==> src/rtl/aska_pkg.sv <==
// Shared constants for the ASKA SPI register file: register map, field layout and FSM states.
package aska_pkg;

    localparam int NUM_REGS_DEF = 4;
    localparam int AMP_MAX_DEF  = 50;
    localparam int FREQ_MIN_DEF = 400;

    localparam logic [1:0] ADDR_CONF0 = 2'd0;
    localparam logic [1:0] ADDR_CONF1 = 2'd1;
    localparam logic [1:0] ADDR_ELE1  = 2'd2;
    localparam logic [1:0] ADDR_ELE2  = 2'd3;

    // conf0 layout
    localparam int FREQ_LSB = 0;
    localparam int FREQ_W   = 12;
    localparam int AMP_LSB  = 12;
    localparam int AMP_W    = 6;
    localparam int RAMP_LSB = 18;
    localparam int RAMP_W   = 6;
    localparam int ON_LSB   = 24;
    localparam int ON_W     = 8;

    // conf1 layout; bits [31:24] are stored but carry no field
    localparam int RF_LSB   = 0;
    localparam int RF_W     = 10;
    localparam int OFF_LSB  = 10;
    localparam int OFF_W    = 10;
    localparam int EN_BIT   = 20;
    localparam int PH_LSB   = 21;
    localparam int PH_W     = 3;

    typedef enum logic [2:0] {
        ST_IDLE,
        ST_ADDR,
        ST_DATA,
        ST_COMMIT,
        ST_DISCARD
    } state_t;

endpackage

==> src/rtl/aska_sync2.sv <==
// Two-flop synchroniser; resets to 1 so an idle (deasserted) chip select is assumed.
module aska_sync2 (
    input  logic clk,
    input  logic rst,
    input  logic d,
    output logic q
);

    logic meta;

    always_ff @(posedge clk) begin
        if (rst) begin
            meta <= 1'b1;
            q    <= 1'b1;
        end else begin
            meta <= d;
            q    <= meta;
        end
    end

endmodule

==> src/rtl/aska_spi_regfile.sv <==
// Assembles 5-byte SPI frames (address + 32-bit MSB-first data) into four config registers
// and decodes them into the stimulation generator's fields.
module aska_spi_regfile
    import aska_pkg::*;
#(
    parameter int NUM_REGS = NUM_REGS_DEF,
    parameter int AMP_MAX  = AMP_MAX_DEF,
    parameter int FREQ_MIN = FREQ_MIN_DEF
) (
    input  logic        clk,
    input  logic        rst,
    input  logic        spi_cs_n,
    input  logic        rx_valid,
    input  logic [7:0]  rx_byte,
    output logic [5:0]  amplitude,
    output logic [11:0] freq,
    output logic [5:0]  ramp,
    output logic [7:0]  on_time,
    output logic [9:0]  ramp_factor,
    output logic [9:0]  off_time,
    output logic        stim_enable,
    output logic [2:0]  phase_dur,
    output logic [31:0] electrode1,
    output logic [31:0] electrode2,
    output logic        cfg_update,
    output logic [7:0]  frame_err_cnt
);

    state_t      state;
    logic        cs_sync;
    logic        cs_prev;
    logic        cs_fall;
    logic        cs_rise;
    logic [1:0]  addr_q;
    logic [1:0]  byte_cnt;
    logic [31:0] shift_q;
    logic        upd_pend;
    logic [31:0] conf0;
    logic [31:0] conf1;
    logic [31:0] ele1;
    logic [31:0] ele2;

    aska_sync2 u_cs_sync (
        .clk (clk),
        .rst (rst),
        .d   (spi_cs_n),
        .q   (cs_sync)
    );

    assign cs_fall = cs_prev & ~cs_sync;
    assign cs_rise = ~cs_prev & cs_sync;

    always_ff @(posedge clk) begin
        if (rst) begin
            state         <= ST_IDLE;
            cs_prev       <= 1'b1;
            addr_q        <= '0;
            byte_cnt      <= '0;
            shift_q       <= '0;
            upd_pend      <= 1'b0;
            cfg_update    <= 1'b0;
            frame_err_cnt <= '0;
            conf0         <= '0;
            conf1         <= '0;
            ele1          <= '0;
            ele2          <= '0;
        end else begin
            cs_prev    <= cs_sync;
            upd_pend   <= 1'b0;
            cfg_update <= upd_pend;
            case (state)
                ST_IDLE: begin
                    if (cs_fall) state <= ST_ADDR;
                end
                ST_ADDR: begin
                    if (cs_rise) begin
                        state <= ST_IDLE;
                    end else if (rx_valid) begin
                        if (int'(rx_byte) < NUM_REGS) begin
                            addr_q   <= rx_byte[1:0];
                            byte_cnt <= '0;
                            state    <= ST_DATA;
                        end else begin
                            if (frame_err_cnt != 8'hFF) frame_err_cnt <= frame_err_cnt + 8'd1;
                            state <= ST_DISCARD;
                        end
                    end
                end
                ST_DATA: begin
                    // A final byte arriving with the CS rise still completes the frame.
                    if (rx_valid && byte_cnt == 2'd3) begin
                        shift_q <= {shift_q[23:0], rx_byte};
                        state   <= ST_COMMIT;
                    end else if (cs_rise) begin
                        if (frame_err_cnt != 8'hFF) frame_err_cnt <= frame_err_cnt + 8'd1;
                        state <= ST_IDLE;
                    end else if (rx_valid) begin
                        shift_q  <= {shift_q[23:0], rx_byte};
                        byte_cnt <= byte_cnt + 2'd1;
                    end
                end
                ST_COMMIT: begin
                    case (addr_q)
                        ADDR_CONF0: conf0 <= shift_q;
                        ADDR_CONF1: conf1 <= shift_q;
                        ADDR_ELE1:  ele1  <= shift_q;
                        ADDR_ELE2:  ele2  <= shift_q;
                    endcase
                    upd_pend <= 1'b1;
                    state    <= ST_DISCARD;
                end
                ST_DISCARD: begin
                    if (cs_sync) state <= ST_IDLE;
                end
                default: state <= ST_IDLE;
            endcase
        end
    end

    logic [AMP_W-1:0]  amp_raw;
    logic [FREQ_W-1:0] freq_raw;
    logic              unused_conf1_hi;

    assign amp_raw  = conf0[AMP_LSB +: AMP_W];
    assign freq_raw = conf0[FREQ_LSB +: FREQ_W];

    assign amplitude   = (amp_raw > AMP_W'(AMP_MAX)) ? AMP_W'(AMP_MAX) : amp_raw;
    assign freq        = (freq_raw < FREQ_W'(FREQ_MIN)) ? FREQ_W'(FREQ_MIN) : freq_raw;
    assign ramp        = conf0[RAMP_LSB +: RAMP_W];
    assign on_time     = conf0[ON_LSB +: ON_W];
    assign ramp_factor = conf1[RF_LSB +: RF_W];
    assign off_time    = conf1[OFF_LSB +: OFF_W];
    assign stim_enable = conf1[EN_BIT];
    assign phase_dur   = conf1[PH_LSB +: PH_W];
    assign electrode1  = ele1;
    assign electrode2  = ele2;

    assign unused_conf1_hi = &{1'b0, conf1[31:24]};

endmodule
==> config.mk <==
export PLATFORM = sky130hd
export DESIGN_NAME = aska_spi_regfile
export DESIGN_NICKNAME = d
export VERILOG_FILES = /design/src/rtl/aska_pkg.sv /design/src/rtl/aska_sync2.sv /design/src/rtl/aska_spi_regfile.sv
export SDC_FILE = /design/constraint.sdc
export NUM_CORES = 1
export LEC_CHECK = 0
export BUFFER_PORTS_ARGS = -buffer_cell sky130_fd_sc_hd__buf_2
export CAP_MARGIN = 5
export CORE_UTILIZATION = 55
export CTS_CLUSTER_SIZE = 25
export DETAILED_ROUTE_END_ITERATION = 16
export PLACE_DENSITY_LB_ADDON = 0.2
export SLEW_MARGIN = 20
export SYNTH_ARGS = -nofsm -noshare
export SYNTH_HDL_FRONTEND = slang
export SYNTH_HIERARCHICAL = 1
export SYNTH_SLANG_ARGS = --single-unit
==> constraint.sdc <==
create_clock -name clk -period 2.8 [get_ports clk]
set_input_delay 0.56 -clock clk [delete_from_list [all_inputs] [get_ports clk]]
set_output_delay 0.56 -clock clk [all_outputs]
set_load 0.01 [all_outputs]
# Yosys cells after proc, flatten, opt, wreduce, memory -nomap -nowiden
# Cells that the tools add are included.
[classes]
reduce_logical = 14
addsub = 2
n_eq_ne = 22
bitwise_logic = 5
muxes = 28
order_cmp = 3
[ops]
columns = ["cell", "count"]
rows = [
  ["2-to-1 mux 32 bit", 3],
  ["2-to-1 mux 8 bit", 6],
  ["2-to-1 mux 3 bit", 7],
  ["inequality test 2 bit, second input constant", 9],
  ["one-hot mux 8 bit (2 select lines)", 1],
  ["one-hot mux 3 bit (5 select lines)", 1],
  ["< comparator 12 x 9 -> 1 bit, second input constant", 1],
  ["2-to-1 mux 12 bit", 1],
  ["2-to-1 mux 2 bit", 6],
  ["adder 8 x 1 -> 8 bit, second input constant", 1],
  ["< comparator 8 x 3 -> 1 bit, second input constant", 1],
  ["inequality test 8 bit, second input constant", 1],
  ["AND reduction 2 bit", 4],
  ["AND reduction 4 bit", 2],
  ["AND reduction 7 bit", 1],
  ["equality test 2 bit, second input constant", 3],
  ["equality test 3 x 2 -> 1 bit, second input constant", 2],
  ["> comparator 6 bit, second input constant", 1],
  ["2-to-1 mux 6 bit", 1],
  ["inequality test 3 bit, second input constant", 2],
  ["AND reduction 6 bit", 1],
  ["inequality test 2 x 1 -> 1 bit, second input constant", 2],
  ["one-hot mux 2 bit (2 select lines)", 1],
  ["nonzero test 2 bit", 2],
  ["other kinds (11)", 14],
]
[word_totals]
output_inout_bits = 129
register_bits = 172
word_cells = 88
input_bits = 12

# Logic depth before layout (Yosys ltp)
# Gate-level depths: netlist of the first run.
[logic_depth]
word_depth = 6
mapped_depth = 8
depth_no_buf = 6

# Cells and area by module
# The synthesis of the first run kept the hierarchy.
[modules_own_cells]
columns = ["mod", "cells_per_inst", "area_each_um2", "seq_area_each_um2", "instances"]
rows = [
  ["aska_spi_regfile", 814, 6396.1, 3403.3, 1],
  ["aska_sync2", 4, 52.6, 40.0, 1],
]

# Worst setup path after synthesis of the first run
# Ideal clock, no wire load.
[synth_path]
path_kind = "input port to flip-flop"
start = "in rx_valid"
end = "reg frame_err_cnt[2]"
arrival_time_ns = 1.957
setup_ns = 0.121
path_buffers = 2
required_time_ns = 2.679
stages = 6
setup_slack_ns = 0.723
cell_sequence = "clkbuf_8 > or3b_1 > a32o_1 > buf_6 > nor4b_1 > mux2_2"
[synth_between]
elab_chain_cells = 3
elab_cells_between_ends = 4
classes_between = "eq/ne (2); reduce/logical (2)"
[synth_lines]
columns = ["item", "line_no", "rtl"]
rows = [
  ["start, declared", "aska_spi_regfile.sv:13", "input logic rx_valid,"],
  ["logical AND 1 bit", "aska_spi_regfile.sv:91", "if (rx_valid && byte_cnt == 2'd3) begin"],
  ["inequality test 2 bit (no source line)", "-", ""],
  ["AND reduction 6 bit (no source line) (*)", "-", ""],
  ["end signal, assigned", "aska_spi_regfile.sv:84", "if (frame_err_cnt != 8'hFF) frame_err_cnt <= frame_err_cnt + 8'd1;"],
  ["end signal, assigned", "aska_spi_regfile.sv:95", "if (frame_err_cnt != 8'hFF) frame_err_cnt <= frame_err_cnt + 8'd1;"],
  ["end, declared", "aska_spi_regfile.sv:26", "output logic [7:0] frame_err_cnt"],
]
# Mark *: on every way between the ends. The rest lies on a longest branch, timed or not.
# A chain may end at the register's enable or synchronous reset.

# Worst setup path after layout of the first run
[layout_path]
start = "reg conf0[5]"
end = "out freq[5]"
[layout_between]
elab_chain_cells = 2
[layout_lines]
columns = ["item", "line_no", "rtl"]
rows = [
  ["start, declared", "aska_spi_regfile.sv:38", "logic [31:0] conf0;"],
  ["start signal, assigned", "aska_spi_regfile.sv:104", "ADDR_CONF0: conf0 <= shift_q;"],
  ["< comparator 12 x 9 -> 1 bit", "aska_spi_regfile.sv:128", "assign freq = (freq_raw < FREQ_W'(FREQ_MIN)) ? FREQ_W'(FREQ_MIN) : freq_raw;"],
  ["2-to-1 mux 12 bit (*)", "aska_spi_regfile.sv:128", ""],
  ["end, declared", "aska_spi_regfile.sv:16", "output logic [11:0] freq,"],
]
# Marks and branches as above.

==> results.ini, run 1 <==
[cells_and_area]
layout_common_cells = 314 x nand2_1, 172 x dfxtp_1, 159 x a21oi_1
final_cells = 1071
antennaDiodeCount = 0
layout-drive-gt1-share_pct = 21.2
finish.utilization_pct = 67.3
final_common_cell = nand2_1
nets = 930
syn_to_final_growth_pct = 19.2
fillerInstances = 983
final_area_sq_mm = 0.00769

[place]
portBuffers = 140
dpl-instance-area_sq_mm = 0.00708
place_congestion = 0.834
dp_slack_ns = 0.395
dp.cells = 1040
dp_hpwl_um = 10700

[sta]
rsz0062_at_grt = false
timing_hold_violations_final = 0
finalSetupViolations = 0
max_freq_ghz = 0.470
finalCriticalPeriod_ns = 2.13
min_period_over_period_pct = 76.0
worstMarginPinSlew_ns = 0.921
setup_slack_ns = 0.673
finClkSkew_ns = 0.00528
whs_ns = 0.309
timing.slew.headroom_pct = 38.5
fin_tns_setup_ns = 0
slew_violations = 0

[die]
io-pin-count = 141
die_w_um = 110
core_area_sq_mm = 0.0114
fp-row-count = 39
die_h_um = 110
start_util_pct = 56.5
die_area_sq_mm = 0.0122

[power_and_ir_drop]
p_clk_share_pct = 48.8
max-vdd-ir-drop_uv = 434
p_int_mw = 3.96
power.switching_mw = 0.967
p_per_area_mw_per_mm2 = 641
power_mw = 4.93
leakage_nw = 3.04
combPwrFrac_pct = 1.4
p_seq_share_pct = 49.8
switching_share_pct = 19.6

[synthesis]
yosys.area_share.adder_pct = 0.388
seq_area_frac_synth_pct = 53.4
synth.distinct_cells = 47
synth_flop_cell = dfxtp_1
syn_area_sq_mm = 0.00645
synthSimpleGateAreaFrac_pct = 25.1
async_flop_share_pct = 0
synth_fp_nets = 832
synth_top_family_by_area = simple AND/OR/NAND/NOR gates
syn_inst = 818
yosysWarningCount = 6
synth_enable_flop_cells = 0
synth_compound_area_share_pct = 14.1
synth_xor_area_share_pct = 0
ys_ff_latch = 172
syn_area_per_cell_sq_um = 7.88
synth.area.mux_share_pct = 1.47

[worst_setup_path]
r2r_end = frame_err_cnt[2]
path_class = flip-flop to primary output
rr_startpoint = state[0]
required_ns = 2.24
cp-start-kind = flip-flop
critPathMaxFanout = 7
crit_path_end_kind = primary output
r2r_cells = 5
r2r_setup_slack_ns = 0.68
arrival_ns = 1.57

[global_routing]
grt.overflow.total = 0
met2_usage_pct = 45.3
grt_antenna_before_repair = 0
grt.total_usage_pct = 27.3
use_met1_pct = 35.4
grt_pass1_vias = 4950
grt_busiest_layer = met2
grt_pass1_wl_um = 25000
grt_max_degree = 78
grt_util_met3_pct = 5.88

[clocking]
clkLatencyLatePin_ns = 0.42
root_buffer = clkbuf_16
numCtsBuffers = 17
cts_setup_buffers = 0
clk_pin_slew_ns = 0.06
cts_max_level = 4
cts.sinks = 172
post_cts_resized = 0
cts_tree = yes
ctsHoldBuffers = 0
clockBufferDepth = 2

[hold_path]
hold_depth = 2
hp-class = primary input to flip-flop
hp-start = spi_cs_n
min_to = u_cs_sync/meta

[route]
ant_nets = 0
drc = 0
drt-total-wl_um = 16300
drt_iter0_drc = 450
viasPerCell = 5.40
drtPass1Iterations = 6
routedWlPerCell_um = 15.3
vias = 5787

[status]
outcome = finished clean

[run]
drv_cap = 0

## power groups by stage
stage          registers, mW  logic [mW]  clock network (mW)
2_1_floorplan           2.51      0.0513                   0
3_3_place_gp            2.51      0.0667                   0
3_5_place_dp            2.51      0.0690                   0
4_1_cts                 2.45      0.0692                2.43
5_1_grt                 2.45      0.0773                2.54
6_report                2.45      0.0701                2.40
## how the worst max path moves through the flow
stage | startpoint | to | slack, ns | cells past startpoint
after floorplan | rx_valid | frame_err_cnt[2] | 0.72 | 6
after global placement | rx_byte[2] | addr_q[0] | 0.51 | 6
after detailed placement | rx_byte[2] | addr_q[1] | 0.39 | 6
after CTS | conf0[4] | freq[5] | 0.66 | 4
after global routing | conf0[4] | freq[1] | 0.52 | 4
final | conf0[5] | freq[5] | 0.67 | 4
## synth_stat cells, types with 2 or more instances
master	instances	area [sq um]
nor2b_1	7	43.8
or3_1	2	12.5
and3_2	3	22.5
o211ai_1	3	22.5
and2_1	9	56.3
nand3_1	4	20.0
nor2_1	14	52.6
mux2i_1	5	50.1
clkbuf_1	55	206
nor4b_1	2	17.5
nand3b_1	2	15.0
o21ai_0	2	10.0
o21bai_1	2	15.0
nand2b_1	4	25.0
a21oi_1	159	796
mux2_2	4	45.0
nor4_1	3	18.8
nor3_1	6	30.0
nand2_1	314	1180
or2_2	3	18.8
buf_4	15	113
dfxtp_1	172	3440
ha_1	2	25.0
and3_1	2	12.5
or2_1	2	12.5
## logic make-up after synthesis
logic type	after synthesis
compound gates	174
fa+ha+maj	2
buf+inv	74
flops	172
mux	9
simple gates	387
## worst max-delay path: stages (launching register included)
cell and delay [ns]:
dfxtp_1 0.33, o311ai_0 0.31, nand2_1 0.18, and2_1 0.20, buf_2 0.13
## state kept, by name, summed over array words and instances (netlist names)
name and cells:
frame_err_cnt 8, upd_pend 1, u_cs_sync/q 1, cs_prev 1, cfg_update 1, electrode2 32
electrode1 32, state 3, addr_q 2, shift_q 32, conf1 24, u_cs_sync/meta 1
byte_cnt 2, conf0 32
## layout make-up
class	instances	area, sq um	area share [%]
multi-input cells	572	2670	34.7
clock inverters	6	109	1.42
flip-flops and latches	172	3440	44.8
clock buffers	25	495	6.44
repair buffers	152	793	10.3
well taps	143	179	2.33
inverters	1	3.75	0.0488
## layer usage
metal / wire [um] / part of all wire [%]
met3: 1040 / 6.4
met1: 6990 / 43
met4: 262 / 1.6
met2: 8040 / 49
met5: 0 / 0
Power figures use the tool's default switching activity.
==> inputs of run 2 (changes only) <==
--- a/config.mk
+++ b/config.mk
@@ -7,7 +7,7 @@
 export LEC_CHECK = 0
 export BUFFER_PORTS_ARGS = -buffer_cell sky130_fd_sc_hd__buf_2
 export CAP_MARGIN = 5
-export CORE_UTILIZATION = 55
+export CORE_UTILIZATION = 49
 export CTS_CLUSTER_SIZE = 25
 export DETAILED_ROUTE_END_ITERATION = 16
 export PLACE_DENSITY_LB_ADDON = 0.2
==> constraint.sdc (replaced) <==
create_clock -name clk -period 1.8 [get_ports clk]
set_input_delay 0.36 -clock clk [delete_from_list [all_inputs] [get_ports clk]]
set_output_delay 0.36 -clock clk [all_outputs]
set_load 0.01 [all_outputs]
==> results.ini, run 2 (synthesis results as in run 1) <==
[global_routing]
grt.overflow.total = 0  ; unchanged
grt_antenna_before_repair = 0  ; unchanged
grt_pass1_wl_um = 26000  ; +3.7%
grt.total_usage_pct = 25.3  ; -2.0 points
grt_pass1_vias = 5128  ; +3.6%
grt_max_degree = 61  ; -22%

[sta]
rsz0062_at_grt = true
slew_violations = 0  ; unchanged
finalCriticalPeriod_ns = 1.82
max_freq_ghz = 0.548
timing_hold_violations_final = 0  ; unchanged
finalSetupViolations = 4  ; +4
min_period_over_period_pct = 101
whs_ns = 0.0995  ; -0.209 ns
setup_slack_ns = -0.0234  ; -0.696 ns
worstMarginPinSlew_ns = 0.509  ; -0.412 ns
finClkSkew_ns = 0.00580  ; +0.000528 ns
timing.slew.headroom_pct = 66.1  ; +28 points

[worst_setup_path]
arrival_ns = 2.15  ; +0.58 ns
crit_start = u_cs_sync/q
rr_startpoint = u_cs_sync/q
path_cells = nor2b_4, or3b_4, a32o_2, nor4b_2, mux2_2
max_stage_delay_ns = 0.39  ; +0.06 ns
path_buf_inv = 0  ; -1
path_class = flip-flop to flip-flop
crit_path_end_kind = flip-flop
required_ns = 2.12  ; -0.12 ns
cp-start-kind = flip-flop
cp_slowest_cell = or3b_4
critPathTopFamily = simple AND/OR/NAND/NOR gates
critPathMaxFanout = 5  ; -2

[status]
outcome = finished, violations left
violations = negative setup slack

[power_and_ir_drop]
max-vdd-ir-drop_uv = 691  ; +59%
combPwrFrac_pct = 1.8  ; +0.4 points
p_int_mw = 6.25  ; +58%
power.switching_mw = 1.56  ; +62%
leakage_nw = 3.27  ; +7.5%
power_mw = 7.81  ; +59%
p_per_area_mw_per_mm2 = 950  ; +48%
switching_share_pct = 20.0  ; +0.40 points
p_clk_share_pct = 49.4  ; +0.6 points
p_seq_share_pct = 48.8  ; -1.0 points

[cells_and_area]
layout_common_cells = 313 x nand2_1, 167 x dfxtp_1, 150 x a21oi_1
layout-drive-gt1-share_pct = 26.9  ; +5.6 points
syn_to_final_growth_pct = 27.6
final_common_cell = nand2_1
antennaDiodeCount = 0  ; unchanged
nets = 965  ; +3.8%
finish.utilization_pct = 64.7  ; -2.7 points

[place]
dp_slack_ns = -0.132  ; -0.526 ns
portBuffers = 140  ; unchanged
place_congestion = 0.826  ; -0.91%
dp_hpwl_um = 10800  ; +0.92%

[die]
die_h_um = 117  ; +5.8%
fp-row-count = 41  ; +5.1%
die_w_um = 117  ; +5.8%
start_util_pct = 50.7  ; -5.8 points
core_area_sq_mm = 0.0127  ; +11%
io-pin-count = 141  ; unchanged
die_area_sq_mm = 0.0136  ; +12%

[clocking]
cts_max_level = 4  ; unchanged
ctsHoldBuffers = 0  ; unchanged
clockBufferDepth = 2  ; unchanged
cts.sinks = 172  ; unchanged
clkLatencyLatePin_ns = 0.43  ; about the same
cts_tree = yes
numCtsBuffers = 17  ; unchanged
root_buffer = clkbuf_16
clk_pin_slew_ns = 0.06  ; about the same

[route]
ant_nets = 0  ; unchanged
drt-total-wl_um = 16800  ; +3.0%
drt_iter0_drc = 395  ; -12%
drtPass1Iterations = 5  ; -1
viasPerCell = 5.14  ; -4.9%
routedWlPerCell_um = 14.8  ; -2.9%
drc = 0  ; unchanged
vias = 5840  ; +0.92%

[hold_path]
hp-class = primary input to flip-flop
hp-start = spi_cs_n

[run]
drv_cap = 0  ; unchanged

[run 2: cell count changes in the layout (fill, tap and decap cells not counted), sizes merged]
| cell | delta |
|---|---|
| buf | +33 |
| clkbuf | -3 |
| clkinvlp | +3 |
| a32o | +1 |
| bufinv | +1 |
| clkinv | +1 |
[run 2: worst paths after layout]
kind	to	slack, ns	depth (start not counted)
worst min register to register	u_cs_sync/q	0.42	1
worst min-delay path	u_cs_sync/meta	0.1	2
worst max register to register	frame_err_cnt[2]	-0.02	5
worst max-delay path	frame_err_cnt[2]	-0.02	5
[run 2: layout make-up]
type | instances | area, sq um
fillers | 1155 | 4500
flip-flops and latches | 172 | 3450
multi-input cells | 573 | 2790
repair buffers | 186 | 1140
clock buffers | 21 | 460
well taps | 172 | 215
clock inverters | 11 | 166
inverters | 1 | 3.75
[run 2: layer usage]
layer	part of all wire (%)	wire length (um)	GRT usage, %
met5	0	0	0
met4	1.2	200	7.68
met3	5.0	842	5.92
met2	49	8190	41.5
met1	45	7600	33.1
[run 2: worst register-to-register path, cell delays in order, from the launching register on]
cell and delay, ns:
dfxtp_2 0.32, nor2b_4 0.12, or3b_4 0.39, a32o_2 0.29, nor4b_2 0.24, mux2_2 0.36
[run 2: metrics by stage]
| stage | instances | setup TNS (ns) | area [sq um] |
|---|---|---|---|
| global placement | 1091 | -0.576 | 7380 |
| detailed placement | 1091 | -0.828 | 7380 |
| floorplan | 818 | -0.0810 | 6470 |
| CTS | 1132 | -0.331 | 8130 |
| global route | 1136 | -0.563 | 8230 |
| finish | 1136 | -0.0380 | 8230 |
[run 2: power groups by stage]
stage | Combinational (mW) | Clock (mW) | Sequential (mW)
after floorplan | 0.0805 | 0 | 3.90
final | 0.143 | 3.86 | 3.81
after global placement | 0.130 | 0 | 3.90
after CTS | 0.135 | 3.91 | 3.81
after global routing | 0.156 | 4.09 | 3.81
after detailed placement | 0.129 | 0 | 3.90
[run 2: timing repair]
| item | 4_1_cts | 5_1_grt |
|---|---|---|
| cloned | 3 | 1 |
| buffers inserted | 6 | 5 |
| pin swaps | 11 | 10 |
| endpoints found under the setup margin | 45 | 44 |
| resized for setup | 16 | 21 |
==> inputs of run 3 (changes only) <==
--- a/config.mk
+++ b/config.mk
@@ -10,9 +10,8 @@
 export CORE_UTILIZATION = 49
 export CTS_CLUSTER_SIZE = 25
 export DETAILED_ROUTE_END_ITERATION = 16
-export PLACE_DENSITY_LB_ADDON = 0.2
+export PLACE_DENSITY = 0.76
 export SLEW_MARGIN = 20
 export SYNTH_ARGS = -nofsm -noshare
 export SYNTH_HDL_FRONTEND = slang
-export SYNTH_HIERARCHICAL = 1
 export SYNTH_SLANG_ARGS = --single-unit
==> results.ini, run 3 <==
[place]
dp.cells = 1085  ; -0.55%
place_congestion = 0.824  ; -0.31%
dp_hpwl_um = 10700  ; -0.45%
portBuffers = 140  ; unchanged
dp_slack_ns = -0.000297  ; +0.131 ns

[die]
fp-row-count = 41  ; unchanged
die_h_um = 117  ; +0.35%
start_util_pct = 50.8  ; +0.16 points
die_area_sq_mm = 0.0137  ; +0.70%
core_area_sq_mm = 0.0128  ; +0.40%
die_w_um = 117  ; +0.35%
io-pin-count = 141  ; unchanged

[synthesis]
syn_inst = 824  ; +0.73%
synthSimpleGateAreaFrac_pct = 25.6  ; +0.48 points
synth_flop_cell = dfxtp_1
synth_area_leader_cell = dfxtp_1
yosysMostFrequentCell = nand2_1
yosysWarningCount = 0  ; -6
seq_area_frac_synth_pct = 53.0  ; -0.38 points
synth.area.mux_share_pct = 0.501  ; -0.97 points
ys_top_cells_by_area = dfxtp_1 53%, nand2_1 18%, a21oi_1 13%
synth.distinct_cells = 42  ; -11%
synth_fp_nets = 838  ; +0.72%
syn_area_sq_mm = 0.00649  ; +0.72%
syn_area_per_cell_sq_um = 7.88  ; about the same
synth_top_family_by_area = simple AND/OR/NAND/NOR gates
synth_xor_area_share_pct = 0  ; unchanged
synth_enable_flop_cells = 0  ; unchanged
synth_compound_area_share_pct = 14.4  ; +0.27 points
ys_ff_latch = 172  ; unchanged
yosysTopAreaCellShare_pct = 53.0  ; -0.38 points
async_flop_share_pct = 0  ; unchanged
yosys.area_share.adder_pct = 0.385  ; -0.0028 points
synth_commonest_cells = 316 x nand2_1, 172 x dfxtp_1, 164 x a21oi_1

[global_routing]
grt_antenna_before_repair = 0  ; unchanged
grt_max_degree = 56  ; -8.2%
grt_busiest_layer = met2
grt.overflow.total = 0  ; unchanged
grt_util_met3_pct = 4.63  ; -1.3 points
met2_usage_pct = 39.1  ; -2.4 points
grt_pass1_wl_um = 25200  ; -3.2%
grt_pass1_vias = 4824  ; -5.9%
use_met1_pct = 32.8  ; -0.35 points
grt.total_usage_pct = 24.3  ; -1.0 points

[sta]
timing_hold_violations_final = 0  ; unchanged
timing.slew.headroom_pct = 67.4  ; +1.3 points
worstMarginPinSlew_ns = 0.489  ; -0.0193 ns
rsz0062_at_grt = true
finalCriticalPeriod_ns = 1.84  ; +0.0189 ns
setup_slack_ns = -0.0423  ; -0.0189 ns
max_freq_ghz = 0.543  ; -1.0%
min_period_over_period_pct = 102  ; +1.0 points
finalSetupViolations = 6  ; +2
finClkSkew_ns = 0.00735  ; +0.00155 ns
slew_violations = 0  ; unchanged

[worst_setup_path]
arrival_ns = 1.48  ; -0.67 ns
required_ns = 1.44  ; -0.68 ns
r2r_end = frame_err_cnt[6]
r2r_cells = 7  ; +2
path_class = flip-flop to primary output
cp-start-kind = flip-flop
rr_startpoint = frame_err_cnt[1]
cp-endpoint = freq[5]
r2r_setup_slack_ns = 0.04  ; +0.06 ns
critPathMaxFanout = 7  ; +2
crit_path_end_kind = primary output
crit_start = conf0[6]

[clocking]
cts_max_level = 4  ; unchanged
clk_pin_slew_ns = 0.06  ; about the same
root_buffer = clkbuf_16
cts.sinks = 172  ; unchanged
clockBufferDepth = 2  ; unchanged
clkLatencyLatePin_ns = 0.42  ; about the same
cts_tree = yes
numCtsBuffers = 17  ; unchanged

[route]
routedWlPerCell_um = 14.7  ; -0.65%
vias = 5754  ; -1.5%
drc = 0  ; unchanged
drt_iter0_drc = 430  ; +8.9%
viasPerCell = 5.14  ; about the same
drt-total-wl_um = 16500  ; -2.1%
ant_nets = 0  ; unchanged
drtPass1Iterations = 5  ; unchanged

[power_and_ir_drop]
max-vdd-ir-drop_uv = 552  ; -20%
p_clk_share_pct = 46.0  ; -3.4 points
power.switching_mw = 1.51  ; -3.3%
p_int_mw = 5.78  ; -7.5%
p_per_area_mw_per_mm2 = 913  ; -3.9%
switching_share_pct = 20.7  ; +0.72 points
p_seq_share_pct = 52.3  ; +3.5 points
combPwrFrac_pct = 1.7  ; about the same
leakage_nw = 3.13  ; -4.2%

[cells_and_area]
multi_input_area_sq_mm = 0.00275  ; -1.3%
final_cells = 1119  ; -1.5%
nets = 952  ; -1.3%
layout-drive-gt1-share_pct = 24.6  ; -2.3 points
final_common_cell = nand2_1
layout_common_cells = 314 x nand2_1, 167 x dfxtp_1, 164 x a21oi_1
syn_to_final_growth_pct = 23.0
fillerInstances = 1104  ; -4.4%
register_area_sq_mm = 0.00345  ; unchanged
antennaDiodeCount = 0  ; unchanged

[status]
violations = negative setup slack
outcome = finished, violations left

[hold_path]
hp-class = primary input to flip-flop
hold_depth = 2  ; unchanged

[run]
drv_cap = 0  ; unchanged

run 3: worst min-delay path by stage:
stage	start	to	slack (ns)
CTS	spi_cs_n	u_cs_sync.meta	0.10
floorplan	u_cs_sync.meta	u_cs_sync.q	0.39
global placement	u_cs_sync.meta	u_cs_sync.q	0.40
finish	spi_cs_n	u_cs_sync.meta	0.12
detailed placement	u_cs_sync.meta	u_cs_sync.q	0.40
global route	spi_cs_n	u_cs_sync.meta	0.11
run 3: logic make-up (layout without fill, tap and decap cells):
kind of cell | after synthesis | after routing
buf+inv | 77 | 200
simple gates | 388 | 388
mux | 3 | 3
flops | 172 | 172
compound gates | 182 | 182
fa+ha+maj | 2 | 2
run 3: per-layer routing:
layer,wire (um),up-vias
li1,-,2886
met1,7420,2677
met2,8030,174
met3,829,17
met4,189,0
met5,0,-
run 3: per-stage QoR:
| step | util (%) | power, mW | hold WS, ns | TNS, ns | cell area (sq um) |
|---|---|---|---|---|---|
| 4_1_cts | 61.7 | 7.33 | 0.102 | -0.313 | 7890 |
| 3_5_place_dp | 57.1 | 4.02 | 0.402 | -0.000297 | 7300 |
| 3_3_place_gp | 57.1 | 4.02 | 0.395 | 0 | 7300 |
| 2_1_floorplan | - | 3.98 | 0.389 | 0 | 6490 |
| 5_1_grt | 62.5 | 7.51 | 0.106 | -0.574 | 7990 |
| 6_report | 62.5 | 7.29 | 0.118 | -0.243 | 7990 |
run 3: cell type report:
| class | instances | share of cell area [%] |
|---|---|---|
| multi-input combinational | 575 | 34.4 |
| sequential | 172 | 43.2 |
| tap | 172 | 2.69 |
| clock buffer | 20 | 5.72 |
| timing repair buffer | 171 | 13.0 |
| clock inverter | 8 | 0.908 |
| inverter | 1 | 0.0470 |
run 3: power groups by stage:
stage / clock [mW] / combinational [mW] / sequential, mW
final: 3.35 / 0.124 / 3.82
after global routing: 3.56 / 0.136 / 3.81
after detailed placement: 0 / 0.118 / 3.90
after CTS: 3.40 / 0.119 / 3.82
after floorplan: 0 / 0.0775 / 3.90
after global placement: 0 / 0.119 / 3.90
run 3: worst max-delay path, stage by stage (launching register included):
cell,delay (ns)
dfxtp_2,0.34
o311ai_4,0.28
nand2_2,0.15
and2_4,0.17
buf_2,0.13
run 3: repair_timing:
item / 4_1_cts / 5_1_grt
hold buffers: 0 / 0
cloned: 0 / 0
pin swaps: 8 / 3
setup buffers: 1 / 5
setup endpoints to repair: 7 / 21
gates resized for setup: 13 / 18
